### src/rtl/bnn_pkg.sv
// Shared types and helpers for the time-multiplexed BNN layer.
// Holds the FSM state encoding, load-port select codes and width helpers.
package bnn_pkg;

  typedef enum logic [1:0] {IDLE, COMPUTE, HOLD} state_e;

  localparam logic LD_WEIGHT = 1'b0;
  localparam logic LD_THR    = 1'b1;

  function automatic int cnt_w(input int n);
    return $clog2(n + 1);
  endfunction

  // Pointer width that stays at least one bit for single-entry ranges.
  function automatic int ptr_w(input int n);
    return (n > 1) ? $clog2(n) : 1;
  endfunction

endpackage

### src/rtl/bnn_layer_seq_if.sv
// Handshake bundle of one BNN layer: input vector, serial load port, result vector.
// The master drives activations, loads and out_ready; the slave is the layer.
interface bnn_layer_seq_if #(
  parameter int N_IN  = 8,
  parameter int N_OUT = 4,
  parameter int CHUNK = 4
);
  logic              in_valid;
  logic              in_ready;
  logic [N_IN-1:0]   in_data;
  logic              load_en;
  logic              load_sel;
  logic [CHUNK-1:0]  load_data;
  logic              out_valid;
  logic              out_ready;
  logic [N_OUT-1:0]  out_data;
  logic              busy;

  modport master (
    output in_valid, in_data, load_en, load_sel, load_data, out_ready,
    input  in_ready, out_valid, out_data, busy
  );

  modport slave (
    input  in_valid, in_data, load_en, load_sel, load_data, out_ready,
    output in_ready, out_valid, out_data, busy
  );
endinterface

### src/rtl/bnn_xnor_popcount.sv
// Combinational XNOR-popcount: number of bit positions where x and w agree.
// Zero latency, no flow control.
module bnn_xnor_popcount
  import bnn_pkg::*;
#(
  parameter int N_IN = 8
) (
  input  logic [N_IN-1:0]        x,
  input  logic [N_IN-1:0]        w,
  output logic [cnt_w(N_IN)-1:0] cnt
);
  localparam int CNT_W = cnt_w(N_IN);

  always_comb begin
    cnt = '0;
    for (int i = 0; i < N_IN; i++) begin
      cnt = cnt + CNT_W'(x[i] ~^ w[i]);
    end
  end
endmodule

### src/rtl/bnn_layer_seq.sv
// Binary NN layer evaluating one neuron per cycle; result valid N_OUT cycles after accept.
// Result is held in HOLD until out_ready; no new input or load is taken until then.
module bnn_layer_seq
  import bnn_pkg::*;
#(
  parameter int N_IN    = 8,
  parameter int N_OUT   = 4,
  parameter int CHUNK   = 4,
  parameter int DEF_THR = N_IN / 2
) (
  input  logic clk,
  input  logic reset,
  bnn_layer_seq_if.slave bus
);
  localparam int CNT_W = cnt_w(N_IN);
  localparam int N_CH  = N_IN / CHUNK;
  localparam int N_WCH = N_OUT * N_CH;
  localparam int WP_W  = ptr_w(N_WCH);
  localparam int NP_W  = ptr_w(N_OUT);

  state_e             state_q, state_d;
  logic [N_IN-1:0]    w_q   [N_OUT];
  logic [N_IN-1:0]    w_d   [N_OUT];
  logic [CNT_W-1:0]   thr_q [N_OUT];
  logic [CNT_W-1:0]   thr_d [N_OUT];
  logic [N_IN-1:0]    x_q, x_d;
  logic [N_OUT-1:0]   out_q, out_d;
  logic [WP_W-1:0]    wptr_q, wptr_d;
  logic [NP_W-1:0]    tptr_q, tptr_d;
  logic [NP_W-1:0]    nidx_q, nidx_d;
  logic               out_valid_q, out_valid_d;
  logic               busy_q, busy_d;
  logic [CNT_W-1:0]   match_cnt;
  logic               load_ok, in_fire, hit;

  bnn_xnor_popcount #(.N_IN(N_IN)) u_popcount (
    .x   (x_q),
    .w   (w_q[nidx_q]),
    .cnt (match_cnt)
  );

  // A pending load takes priority over a new input in the same cycle.
  assign bus.in_ready  = (state_q == IDLE) && !bus.load_en && !reset;
  assign bus.out_valid = out_valid_q;
  assign bus.out_data  = out_q;
  assign bus.busy      = busy_q;

  assign load_ok = (state_q == IDLE) && bus.load_en;
  assign in_fire = bus.in_valid && bus.in_ready;
  assign hit     = (match_cnt >= thr_q[nidx_q]);

  always_comb begin
    state_d = state_q;
    w_d     = w_q;
    thr_d   = thr_q;
    x_d     = x_q;
    out_d   = out_q;
    wptr_d  = wptr_q;
    tptr_d  = tptr_q;
    nidx_d  = nidx_q;

    if (load_ok && bus.load_sel == LD_WEIGHT) begin
      for (int n = 0; n < N_OUT; n++) begin
        for (int c = 0; c < N_CH; c++) begin
          if (wptr_q == WP_W'(n * N_CH + c)) w_d[n][c*CHUNK +: CHUNK] = bus.load_data;
        end
      end
      wptr_d = (wptr_q == WP_W'(N_WCH - 1)) ? '0 : wptr_q + WP_W'(1);
    end

    if (load_ok && bus.load_sel == LD_THR) begin
      for (int n = 0; n < N_OUT; n++) begin
        if (tptr_q == NP_W'(n)) thr_d[n] = bus.load_data[CNT_W-1:0];
      end
      tptr_d = (tptr_q == NP_W'(N_OUT - 1)) ? '0 : tptr_q + NP_W'(1);
    end

    case (state_q)
      IDLE: begin
        if (in_fire) begin
          x_d     = bus.in_data;
          nidx_d  = '0;
          state_d = COMPUTE;
        end
      end
      COMPUTE: begin
        out_d[nidx_q] = hit;
        if (nidx_q == NP_W'(N_OUT - 1)) begin
          nidx_d  = '0;
          state_d = HOLD;
        end else begin
          nidx_d = nidx_q + NP_W'(1);
        end
      end
      HOLD: begin
        if (bus.out_ready) state_d = IDLE;
      end
      default: state_d = IDLE;
    endcase

    out_valid_d = (state_d == HOLD);
    busy_d      = (state_d != IDLE);
  end

  always_ff @(posedge clk) begin
    if (reset) begin
      state_q     <= IDLE;
      for (int n = 0; n < N_OUT; n++) begin
        w_q[n]   <= '0;
        thr_q[n] <= CNT_W'(DEF_THR);
      end
      x_q         <= '0;
      out_q       <= '0;
      wptr_q      <= '0;
      tptr_q      <= '0;
      nidx_q      <= '0;
      out_valid_q <= 1'b0;
      busy_q      <= 1'b0;
    end else begin
      state_q     <= state_d;
      w_q         <= w_d;
      thr_q       <= thr_d;
      x_q         <= x_d;
      out_q       <= out_d;
      wptr_q      <= wptr_d;
      tptr_q      <= tptr_d;
      nidx_q      <= nidx_d;
      out_valid_q <= out_valid_d;
      busy_q      <= busy_d;
    end
  end
endmodule
### src/flat_wrapper.sv
// flat-port wrapper written by rule: the top's interface ports become plain ports
module bnn_layer_seq_flat import bnn_pkg::*;
#(
  parameter int N_IN    = 8,
  parameter int N_OUT   = 4,
  parameter int CHUNK   = 4,
  parameter int DEF_THR = N_IN / 2
)
  (clk, reset, bus_in_valid, bus_in_data, bus_load_en, bus_load_sel, bus_load_data, bus_out_ready, bus_in_ready, bus_out_valid, bus_out_data, bus_busy);
  bnn_layer_seq_if #(.N_IN(N_IN), .N_OUT(N_OUT), .CHUNK(CHUNK)) bus_i ();
  input  logic clk;
  input  logic reset;
  input wire logic [$bits(bus_i.in_valid)-1:0] bus_in_valid;
  input wire logic [$bits(bus_i.in_data)-1:0] bus_in_data;
  input wire logic [$bits(bus_i.load_en)-1:0] bus_load_en;
  input wire logic [$bits(bus_i.load_sel)-1:0] bus_load_sel;
  input wire logic [$bits(bus_i.load_data)-1:0] bus_load_data;
  input wire logic [$bits(bus_i.out_ready)-1:0] bus_out_ready;
  output wire logic [$bits(bus_i.in_ready)-1:0] bus_in_ready;
  output wire logic [$bits(bus_i.out_valid)-1:0] bus_out_valid;
  output wire logic [$bits(bus_i.out_data)-1:0] bus_out_data;
  output wire logic [$bits(bus_i.busy)-1:0] bus_busy;
  assign bus_i.in_valid = bus_in_valid;
  assign bus_i.in_data = bus_in_data;
  assign bus_i.load_en = bus_load_en;
  assign bus_i.load_sel = bus_load_sel;
  assign bus_i.load_data = bus_load_data;
  assign bus_i.out_ready = bus_out_ready;
  assign bus_in_ready = bus_i.in_ready;
  assign bus_out_valid = bus_i.out_valid;
  assign bus_out_data = bus_i.out_data;
  assign bus_busy = bus_i.busy;
  bnn_layer_seq #(.N_IN(N_IN), .N_OUT(N_OUT), .CHUNK(CHUNK), .DEF_THR(DEF_THR)) u_core (.clk(clk), .reset(reset), .bus(bus_i));
endmodule
### config.mk
export PLATFORM = sky130hd
export DESIGN_NAME = bnn_layer_seq_flat
export DESIGN_NICKNAME = d
export VERILOG_FILES = /design/src/rtl/bnn_pkg.sv /design/src/rtl/bnn_layer_seq_if.sv /design/src/rtl/bnn_xnor_popcount.sv /design/src/rtl/bnn_layer_seq.sv /design/src/flat_wrapper.sv
export SDC_FILE = /design/constraint.sdc
export NUM_CORES = 1
export LEC_CHECK = 0
export ABC_AREA = 1
export BUFFER_PORTS_ARGS = -buffer_cell sky130_fd_sc_hd__buf_2
export CELL_PAD_IN_SITES_DETAIL_PLACEMENT = 1
export CELL_PAD_IN_SITES_GLOBAL_PLACEMENT = 1
export CORE_MARGIN = 4
export CORE_UTILIZATION = 46
export DETAILED_ROUTE_END_ITERATION = 8
export PLACE_DENSITY = 0.87
export SETUP_SLACK_MARGIN = 0.2
export SLEW_MARGIN = 5
export SYNTH_ARGS = -nofsm -noshare
export SYNTH_HDL_FRONTEND = slang
export SYNTH_SLANG_ARGS = --single-unit
### constraint.sdc
create_clock -name clk -period 7.2 [get_ports clk]
set_clock_uncertainty 0.2 [all_clocks]
set_input_delay 0.72 -clock clk [delete_from_list [all_inputs] [get_ports clk]]
set_output_delay 0.72 -clock clk [all_outputs]
set_load 0.05 [all_outputs]
Word level (Yosys, flattened, before mapping)
Index checks and enable logic that the tools add are counted.
Storage, ports and cells
  bits in registers: 71
  bits of input ports: 18
Cells by class
  muxes and demuxes: 18
  equal/unequal tests: 15
  bitwise operators: 10
  reductions and logical operators: 28
  $add $sub $neg: 10
  magnitude comparators: 4
Operators by type and width (number)
  $xnor A1 B1 Y4: 8
  $add A4 B4 Y4: 7
  $reduce_and A2 Y1: 14
  $bmux W8 S2: 1
  $mux W8: 2
  $eq A3 B3 Y1 const B: 4
  $mux W2: 6
  $eq A2 B2 Y1 const B: 5
  $bmux W4 S2: 1
  $mux W4: 2
  $logic_and A1 B1 Y1: 7
  $eq A3 B2 Y1 const B: 2
  $pmux W2 S3: 1
  $add A2 B1 Y2 const B: 2
  $bwmux W4: 1
  $eq A2 B1 Y1 const B: 2
  $ge A4 B4 Y1: 1
  $logic_not A2 Y1: 2
  $pmux W2 S2: 1
  $reduce_bool A2 Y1: 2
  $add A3 B1 Y3 const B: 1
  $eq A3 B1 Y1 const B: 1
  $ge A3 B3 Y1 const B: 1
  $logic_not A3 Y1: 1
  other kinds (9): 10

Depth between registers and ports, before layout
Gate-level depths: netlist of the first run.
  word-level depth: 14
  gate-level depth with buffers: 23
  mapped depth without buffers: 21

By module
Synthesis of the first run repeated with hierarchy kept, for this count alone.
Unflattened totals
  cell total of the unflattened synthesis: 620
  area, all modules: 3935.0 µm²
By module, submodules not included
  bnn_layer_seq: cells an instance 557, area each 3606.0 µm², times used 1
  bnn_xnor_popcount: cells an instance 63, area each 329.1 µm², times used 1

Worst setup path after synthesis of the first run
Ideal clock, no wire load.
  path kind: reg2reg
  start: reg u_core.nidx_q[0]
  end: reg u_core.out_q[2] (netlist: u_core.bus.out_data[2])
  stages on the path, launching flop included: 23
  setup time: 0.109 ns
  period minus slack after synthesis: 4.604 ns
  arrival: 4.295 ns
  path slack: 2.596 ns
  cells stage by stage: dfxtp_1 buf_2 buf_1 nand2_1 nand3_1 nand2_1 xor2_1 fa_1 inv_1 fa_1 inv_1 fa_1 inv_1 ha_1 fa_1 xor2_1 ha_1 nand2_1 inv_1 nand2_1 nand4_1 nand2_1 inv_1
Between the ends
  longest elaborated chain between the ends: 14
  elaborated cells between the ends (all ways): 29
  classes of those cells: add/sub: 7; order compare: 3; mux: 9; bitwise: 9; reduce/logical: 1
Ends and longest elaborated chain
  start, declared: line bnn_layer_seq.sv:30  | logic [NP_W-1:0] nidx_q, nidx_d;
  start signal, assigned: line bnn_layer_seq.sv:127  | nidx_q <= nidx_d;
  $not A2 Y3 (implied by the code): line bnn_layer_seq.sv:38, bnn_layer_seq.sv:50
  $bmux W8 S2: line bnn_layer_seq.sv:38  | .w (w_q[nidx_q]),
  $mux W8 (implied by the code) (2 in a row): line bnn_layer_seq.sv:38
  $xnor A1 B1 Y4: line bnn_xnor_popcount.sv:17  | cnt = cnt + CNT_W'(x[i] ~^ w[i]);
  $add A4 B4 Y4 (7 in a row): line bnn_xnor_popcount.sv:17
  $ge A4 B4 Y1: line bnn_layer_seq.sv:50  | assign hit = (match_cnt >= thr_q[nidx_q]);
  $bwmux W4 (*): line bnn_layer_seq.sv:87  | out_d[nidx_q] = hit;
  end signal, assigned: line bnn_layer_seq.sv:124  | out_q <= out_d;
  end, declared: line bnn_layer_seq.sv:27  | logic [N_OUT-1:0] out_q, out_d;
Every way passes the cells marked *; elsewhere a longest branch is shown, timed or not. The select of a mux whose other input is x is not followed.
A chain may end at the register's enable or synchronous reset.

Worst setup path in the final report of the first run
  start: reg u_core.nidx_q[0]
  end: reg u_core.out_q[1] (netlist: u_core.bus.out_data[1])
Same word-level chain as after synthesis.

==> results of run 1 <==
==> critical path, delay by kind of cell, from the launching register on <==
family        cells  cell delay, ns
flops             1            0.92
simple gates      7            0.79
fa+ha+maj         6            2.54
xor+xnor          2            0.26
buf+inv           6            0.84
==> sequential cells by signal (all words and copies together), names as in the netlist <==
| register | count |
|---|---|
| u_core.w_q | 32 |
| u_core.thr_q | 16 |
| u_core.x_q | 8 |
| u_core.bus.out_data | 4 |
| u_core.wptr_q | 3 |
| u_core.nidx_q | 2 |
| u_core.state_q | 2 |
| u_core.tptr_q | 2 |
| u_core.bus.busy | 1 |
| u_core.bus.out_valid | 1 |
==> routing by layer <==
layer  wire (µm)  vias up
met2        5560       52
met4         287        0
li1            -     1824
met3         278       22
met5           0        -
met1        4910     1775
==> synth_stat cells (2+ instances only) <==
| cell | count |
|---|---|
| a21oi_1 | 13 |
| buf_2 | 6 |
| clkbuf_1 | 13 |
| dfxtp_1 | 71 |
| fa_1 | 4 |
| ha_1 | 21 |
| inv_1 | 92 |
| inv_2 | 2 |
| nand2_1 | 174 |
| nand3_1 | 30 |
| nand4_1 | 12 |
| nand4_2 | 4 |
| nor2_1 | 122 |
| o21a_1 | 4 |
| o21ai_0 | 14 |
| xor2_1 | 9 |
==> cell type report <==
type                       instances  share of cell area, %
timing repair buffer              24                   2.83
inverter                          94                   8.31
clock buffer                      10                   3.00
clock inverter                     6                   2.00
tap                              105                   3.09
sequential                        71                   33.5
multi-input combinational        411                   47.3
==> per-stage QoR <==
step,total power (µW),hold WS [ns],cells,cell area (µm²)
floorplan,591,0.237,598,3880
global placement,630,0.290,705,4040
detailed placement,652,0.292,705,4040
CTS,1010,0.312,721,4250
global route,1060,0.339,721,4250
finish,1000,0.309,721,4250
==> cells by family after synthesis <==
| logic type | count (synthesis) | share of synthesized area, % |
|---|---|---|
| compound gates | 32 | 4.48 |
| xor+xnor | 9 | 2.03 |
| fa+ha+maj | 25 | 8.84 |
| buf+inv | 116 | 11.5 |
| flops | 71 | 36.6 |
| simple gates | 345 | 36.5 |
==> power breakdown <==
part           switching [µW]  internal [µW]
clock                     164            194
sequential               11.5            406
combinational             148           78.1
total                     323            678
==> worst max path at each step <==
stage	cells past startpoint	slack [ns]	from	end
floorplan	22	2.60	u_core.nidx_q[0]	u_core.bus.out_data[2]
global placement	21	1.79	u_core.nidx_q[0]	u_core.bus.out_data[3]
detailed placement	21	1.56	u_core.nidx_q[0]	u_core.bus.out_data[1]
CTS	21	1.51	u_core.nidx_q[0]	u_core.bus.out_data[1]
global route	21	1.04	u_core.nidx_q[0]	u_core.bus.out_data[1]
finish	21	1.53	u_core.nidx_q[0]	u_core.bus.out_data[1]
==> results.txt, run 1 <==
The flow ran to the end, and the final reports show no timing, DRC or antenna violations. By instance count, the cell type seen most on the critical path is inv_1. On the critical path, the stage with the largest delay is an instance of dfxtp_1. The initial antenna violation count came out at 0. The longest clock path from root to sink contains 2 buffers. The total power density per cell area is about 240 nW/µm². The number of design rule violations left after detail routing came out at 0. The highest cell delay on the worst timing path came out at 0.92 ns.

The total negative setup slack came out at 0 ns. The area inside the core boundary is 8220 µm². The count of buffers added on input and output ports is 24. Clock tree synthesis inserted a total of 9 buffers. The least setup slack across all paths after layout is 1.53 ns. The average instance area after synthesis came out at 6.49 µm².

The flip-flop and latch count after synthesis came out at approximately 70. The worst setup path is of the reg -> reg kind. The number of clock sinks came out at 71. The sequential cell area in the final layout is 1420 µm². The required arrival time at the worst endpoint is 7.27 ns. The number of iterations in the first detailed-routing pass is 4. The aggregate global routing overflow came out at 0. The sequential share of the synthesized area is between 30% and 40%. The maximum achievable frequency is ~180 MHz. The tree is rooted in a clkbuf_8. The floorplan has 33 rows.

The most common cell after layout, fill and taps aside is nand2_1. The share of Yosys cell area claimed by the top area cell type is 36.6%. Setup repair after global routing left no endpoint under its margin. The count of inserted antenna diode cells is 0. For this configuration, the core starts out at a cell density of 47.2%. The layout-stage area growth over the synthesis result came out at 9.52%. met2 is the most crowded layer. The endpoint kind of the worst setup timing path is a flip-flop. The launching point of the worst reg2reg path is u_core.nidx_q[0]. The multi-input combinational cell area came out at 2010 µm².

The detailed-route via count came out at between 3000 and 4000. The prevailing post-synth register cell is dfxtp_1. The clock transition at the registers of the reported paths is 0.08 ns.

The synthesized netlist contains 23 unique library cells. The synthesized netlist cell count came out at ~600. The largest net degree at the start of global routing is 65.

The number of synthesis warnings came out at 0. The final setup violation count is 0. In this run the vertical extent of the chip is 99.8 µm.

The first-pass GRT wire length came out at 18500 µm. The peak supply drop is ~0.11 mV. STA classifies the critical path startpoint as a flip-flop.

The number of nets in the finished design is 654. In the layout the commonest cells are nand2_1 (174), nor2_1 (122), inv_1 (92). The startpoint identified for the worst hold timing path is u_core.thr_q[14]. The met1 usage in global routing came out at 28.4%. Across all register-to-register paths, the minimum setup slack is between 1.5 and 2 ns. Of the cells placed in the final design, the portion with a size suffix greater than 1 is 7.63%. The die is 99.8 µm wide. The post-synthesis net count came out at around 640. The count of endpoints failing hold in the final timing report came out at 0.

The capturing point of the worst reg2reg path is u_core.bus.out_data[1]. CTS built an H-tree with a depth of 3. Prior to clock tree synthesis, the placed netlist has a worst setup slack of between 1.5 and 2 ns. The number of maximum-capacitance violations came out at 0. The via count of the first global-routing pass came out at 3905.

At the pin with the least slew margin, the transition time is between 1 and 1.5 ns. By area the synthesized netlist is led by dfxtp_1 (37%), nand2_1 (17%), nor2_1 (12%). The worst hold path class is reg -> reg. The critical path goes through inv_1 > nand2_1 > nand3_1 > nand2_1 > xor2_1 > fa_1 > inv_1 > fa_1 > inv_1 > fa_1 > inv_1 > ha_1 > fa_1 > xor2_1 > ha_1 > nand2_1 > inv_1 > nand2_1 > nand4_1 > nand2_1 > inv_1.

Summed over all cells, the static leakage comes to 0.00223 µW. The estimated wirelength of the detail-placed design is 7960 µm. The proportion of synthesized flip-flops having asynchronous set or reset came out at 0%. The number of top-level pins is 25. The wire length after detailed routing is 11000 µm.

The post-route antenna net violation count is 0. The per-cell routed wire length is 15.3 µm. Along the worst hold path, the cell count comes to 2.

The max-slew violation count is 0. The core utilization of the finished layout came out at between 50% and 60%. The die covers about 10000 µm². The latest clock arrival within the worst-skew pair is 0.36 ns. For hold timing, the worst endpoint is u_core.thr_q[14].

The detailed router finished its first iteration with 87 violations. The number of fill cells is 1158. After synthesis the cells add up to 3880 µm². The mean number of vias per cell came out at 5.09.

The number of hold buffers added after CTS was 0. Measured in cells, the most critical reg-to-reg path has a length of 21. TritonCTS built the clock tree. The final worst-path cycle share is about 80%. The worst path needs 5.67 ns of the cycle, external delays included. Counting flops with a built-in enable in the synthesized netlist gives 0. The normalized max-slew margin came out at 26.4%. The largest area contributor in the netlist is dfxtp_1. The met3 routing resource usage after global routing is 3.13%. Once the clock tree was built, the setup fixing pass inserted 0 buffers. In the global route stage, met2 resource usage came out at a little over two fifths. The top fanout value on the critical path came out at 30. Data arrives at the worst endpoint at between 5 and 6 ns. Routability-driven placement finished with a final weighted congestion of 0.820. The overall routing resource usage is around a quarter. The count of instances resized after the clock tree is built came out at 0.
(Power assumes the default switching activity.)
==> run 2, diff against run 1 <==
--- a/config.mk
+++ b/config.mk
@@ -5,14 +5,14 @@
 export SDC_FILE = /design/constraint.sdc
 export NUM_CORES = 1
 export LEC_CHECK = 0
-export ABC_AREA = 1
+export ABC_AREA = 0
 export BUFFER_PORTS_ARGS = -buffer_cell sky130_fd_sc_hd__buf_2
 export CELL_PAD_IN_SITES_DETAIL_PLACEMENT = 1
 export CELL_PAD_IN_SITES_GLOBAL_PLACEMENT = 1
 export CORE_MARGIN = 4
-export CORE_UTILIZATION = 46
+export CORE_UTILIZATION = 48
 export DETAILED_ROUTE_END_ITERATION = 8
-export PLACE_DENSITY = 0.87
+export PLACE_DENSITY = 0.82
 export SETUP_SLACK_MARGIN = 0.2
 export SLEW_MARGIN = 5
 export SYNTH_ARGS = -nofsm -noshare
==> constraint.sdc (replaced) <==
create_clock -name clk -period 5.9 [get_ports clk]
set_clock_uncertainty 0.2 [all_clocks]
set_input_delay 0.59 -clock clk [delete_from_list [all_inputs] [get_ports clk]]
set_output_delay 0.59 -clock clk [all_outputs]
set_load 0.05 [all_outputs]
==> run 2 against run 1 <==
Critical path depth shrank 6. Core utilization grew 3.5 points. Cell count shrank 36%. Critical path type unchanged. Critical endpoint unchanged.
==> results.txt, run 2 <==
The flow ran to the end, and the final reports show no timing, DRC or antenna violations. The total power density per cell area came out at 295 nW/µm². After synthesis, flip-flops and latches occupy between 30% and 40% of the total area. The final worst-path cycle share is 87.3%.

The number of fill cells is between 800 and 900. The prevailing post-synth register cell is dfxtp_1. The count of buffers from port buffering came out at 24.

The worst pin sits at a relative slew slack of around 28%. The largest net degree at the start of global routing is 79. The count of H-tree levels built during CTS is 3.

The latest clock arrival within the worst-skew pair is 0.35 ns. The core utilization of the finished layout came out at about 55%. The total negative setup slack came out at 0 ns. For the pin with the worst max-slew slack, the measured transition is ~1.1 ns. In the layout the commonest cells are dfxtp_1 (71), nand2b_1 (57), mux2i_1 (51). Data on the critical path is required at its endpoint by ~6 ns. The synthesized area is 3710 µm².

The first-pass GRT wire length is ~14000 µm. The largest registers in the layout are u_core.w_q x32, u_core.thr_q x16, u_core.x_q x8. The total die area came out at 9190 µm². The clock tree buffer depth is 2. The aggregate global routing overflow came out at 0. By area the synthesized netlist is led by dfxtp_1 (38%), mux2i_1 (14%), nand2b_1 (9.6%).

Registers take 1420 µm². The estimated wirelength of the detail-placed design came out at 5980 µm. The count of cell types in the netlist is 41. Dividing the detail-routed via count by the number of cells gives 5.45. The proportion of synthesized flip-flops having asynchronous set or reset came out at 0%. The number of clock sinks is 71. The routed design has 8660 µm of wire. In this run, placement finished with an instance count of between 400 and 500. Summing all multi-input logic gate instances after layout gives 2070 µm².

Across the VDD grid, the largest voltage drop is 0.120 mV. The initial antenna violation count is 0. The fraction of final layout cells sized beyond drive strength 1 came out at 19.9%. TritonCTS built the clock tree. The floorplan has 31 rows. The post-CTS setup buffer count came out at 0. The startpoint of the most critical setup path is u_core.nidx_q[0]. The post-synthesis net count is 382. The number of enable-type register cells in the synthesized netlist came out at 0.

The count of cells in the finished layout, fillers not included, comes to 460. The count of inserted antenna diode cells came out at 0. The max-slew violation count came out at 0. The number of top-level pins is 25.

Counting every instance in the synthesized netlist gives ~340. The total of hold buffers inserted after clock tree synthesis is 0. The average instance area after synthesis came out at 10.9 µm². The starting density of the core is slightly above 50%. The count of endpoints failing hold in the final timing report is 0. The most frequent cell after synthesis is dfxtp_1. Summing all placed instances gives a cell area of 3820 µm². Before antenna repair, the detailed router went through 4 iterations. Max-cap violations in this run came to 0. The per-cell routed wire length is ~19 µm. The worst setup path is captured at a flip-flop. The detailed-route via count is 2507. In this run the worst hold path is classified as in -> reg.

Timing would allow up to slightly below 200 MHz. The number of synthesis warnings came out at 0. The floorplan step set the die width to approximately 96 µm.

The register with the most flip-flops in the layout has 32 of them. Setup repair after global routing left no endpoint under its margin. After clock tree synthesis, the clock-pin slew on the worst setup and hold paths is about 0.080 ns. The summed area of non-filler cells in the final layout came out at 4070 µm². The startpoint identified for the worst hold timing path is bus_in_data[3]. By count the netlist is led by dfxtp_1 (71), nand2b_1 (57), mux2i_1 (51). The biggest area contributor in the post-synthesis netlist is dfxtp_1.

After clock tree synthesis, the repair step resized 0 gates. The root buffer cell chosen for the clock tree is clkbuf_8. For this run, design rule violations remaining after detail routing come to 0. The total leakage power is 0.00185 µW. For the finished layout, the period the worst path requires is 5.15 ns.

The worst setup path is launched from a flip-flop. The register bank with the most flops is u_core.w_q. Compared with the post-synthesis result, the final layout area differs by 9.69%. Leaving out fill and tap cells, the most frequent cell in the layout is dfxtp_1. The post-route antenna net violation count came out at 0. The worst hold margin came out at around 0.26 ns. In this run, synthesis produced a sequential element count of around 70.

The number of CTS-inserted buffers is 9. In this run the standard cell core region covers 7370 µm². In this run the critical register-to-register path is launched from u_core.nidx_q[0]. At the end of the flow, the number of nets in the layout was roughly 400. The overall routing resource usage came out at 20.8%. The die height is around 96 µm.

The last weighted congestion value of the routability-driven placer is 0.788. The critical path arrival is 5.21 ns. The final setup violation count is 0.

The top fanout value on the critical path came out at 9. The critical path in this run is classified as reg -> reg. The via count of the first global-routing pass came out at 2718. After synthesis, the largest area contributor takes up 38.4% of total cell area. The number of violations reported at the end of detailed-routing iteration 0 is 82.
[run 2: changes by cell type after synthesis, moves of 8 or more]
cell,before,now
inv_1,92,16
mux2i_1,0,51
mux4_2,0,12
nand2_1,174,6
nand2b_1,0,57
nand3_1,30,14
nand4_1,12,0
nor2_1,122,13
o21ai_0,14,0
o21ai_2,0,8
[run 2: cell families (layout without fill, tap and decap cells)]
family	count (synthesis)	after routing	share of synthesized area (%)
XOR/XNOR	9	9	2.13
adder cells (fa/ha/maj)	25	25	9.25
flip-flops	71	71	38.4
AND/OR/NAND/NOR	108	108	18.1
multiplexers	63	63	21.1
AO/OA/AOI/OAI	26	26	5.33
buffers and inverters	37	59	5.74
[run 2: metal layers]
metal,vias up,GRT usage [%],share of wire [%]
met5,-,0,0
met4,0,8.89,2.0
met3,12,4.69,3.2
met2,41,35.5,51
met1,1254,25.0,44
li1,1200,-,-
[run 2: path summary, 6_finish.rpt]
check,to,slack [ns],depth (start not counted)
worst min register to register,u_core.w_q[18],0.28,2
worst max register to register,u_core.bus.out_data[1],0.75,15
worst max-delay path,u_core.bus.out_data[1],0.75,15
worst min-delay path,u_core.x_q[3],0.26,3
[run 2: where the power goes]
group | internal (µW) | switching [µW] | total, µW
registers | 492 | 15.1 | 507
clock network | 294 | 196 | 490
logic | 86.4 | 115 | 202
total | 872 | 326 | 1200
[run 2: final cells by class]
type | count | share of cell area, %
Inverter | 16 | 1.48
Sequential cell | 71 | 35.0
Tap cell | 99 | 3.05
Multi-Input combinational cell | 231 | 51.0
Clock buffer | 11 | 3.48
Clock inverter | 5 | 2.55
Timing Repair Buffer | 27 | 3.51
[run 2: stage by stage]
step,power (µW),setup slack [ns]
6_report,1200,0.749
4_1_cts,1210,0.686
3_3_place_gp,705,0.941
3_5_place_dp,717,0.790
2_1_floorplan,670,1.14
5_1_grt,1260,0.498
[run 2: critical path, cell delays in order (launching register included)]
cell,delay [ns]
dfxtp_1,0.61
mux4_2,0.58
xor2_1,0.18
fa_1,0.55
inv_1,0.07
fa_1,0.53
inv_1,0.06
fa_1,0.53
inv_1,0.05
ha_1,0.21
fa_1,0.44
xor2_1,0.18
ha_1,0.29
o211ai_1,0.09
o21a_1,0.22
a311oi_1,0.28
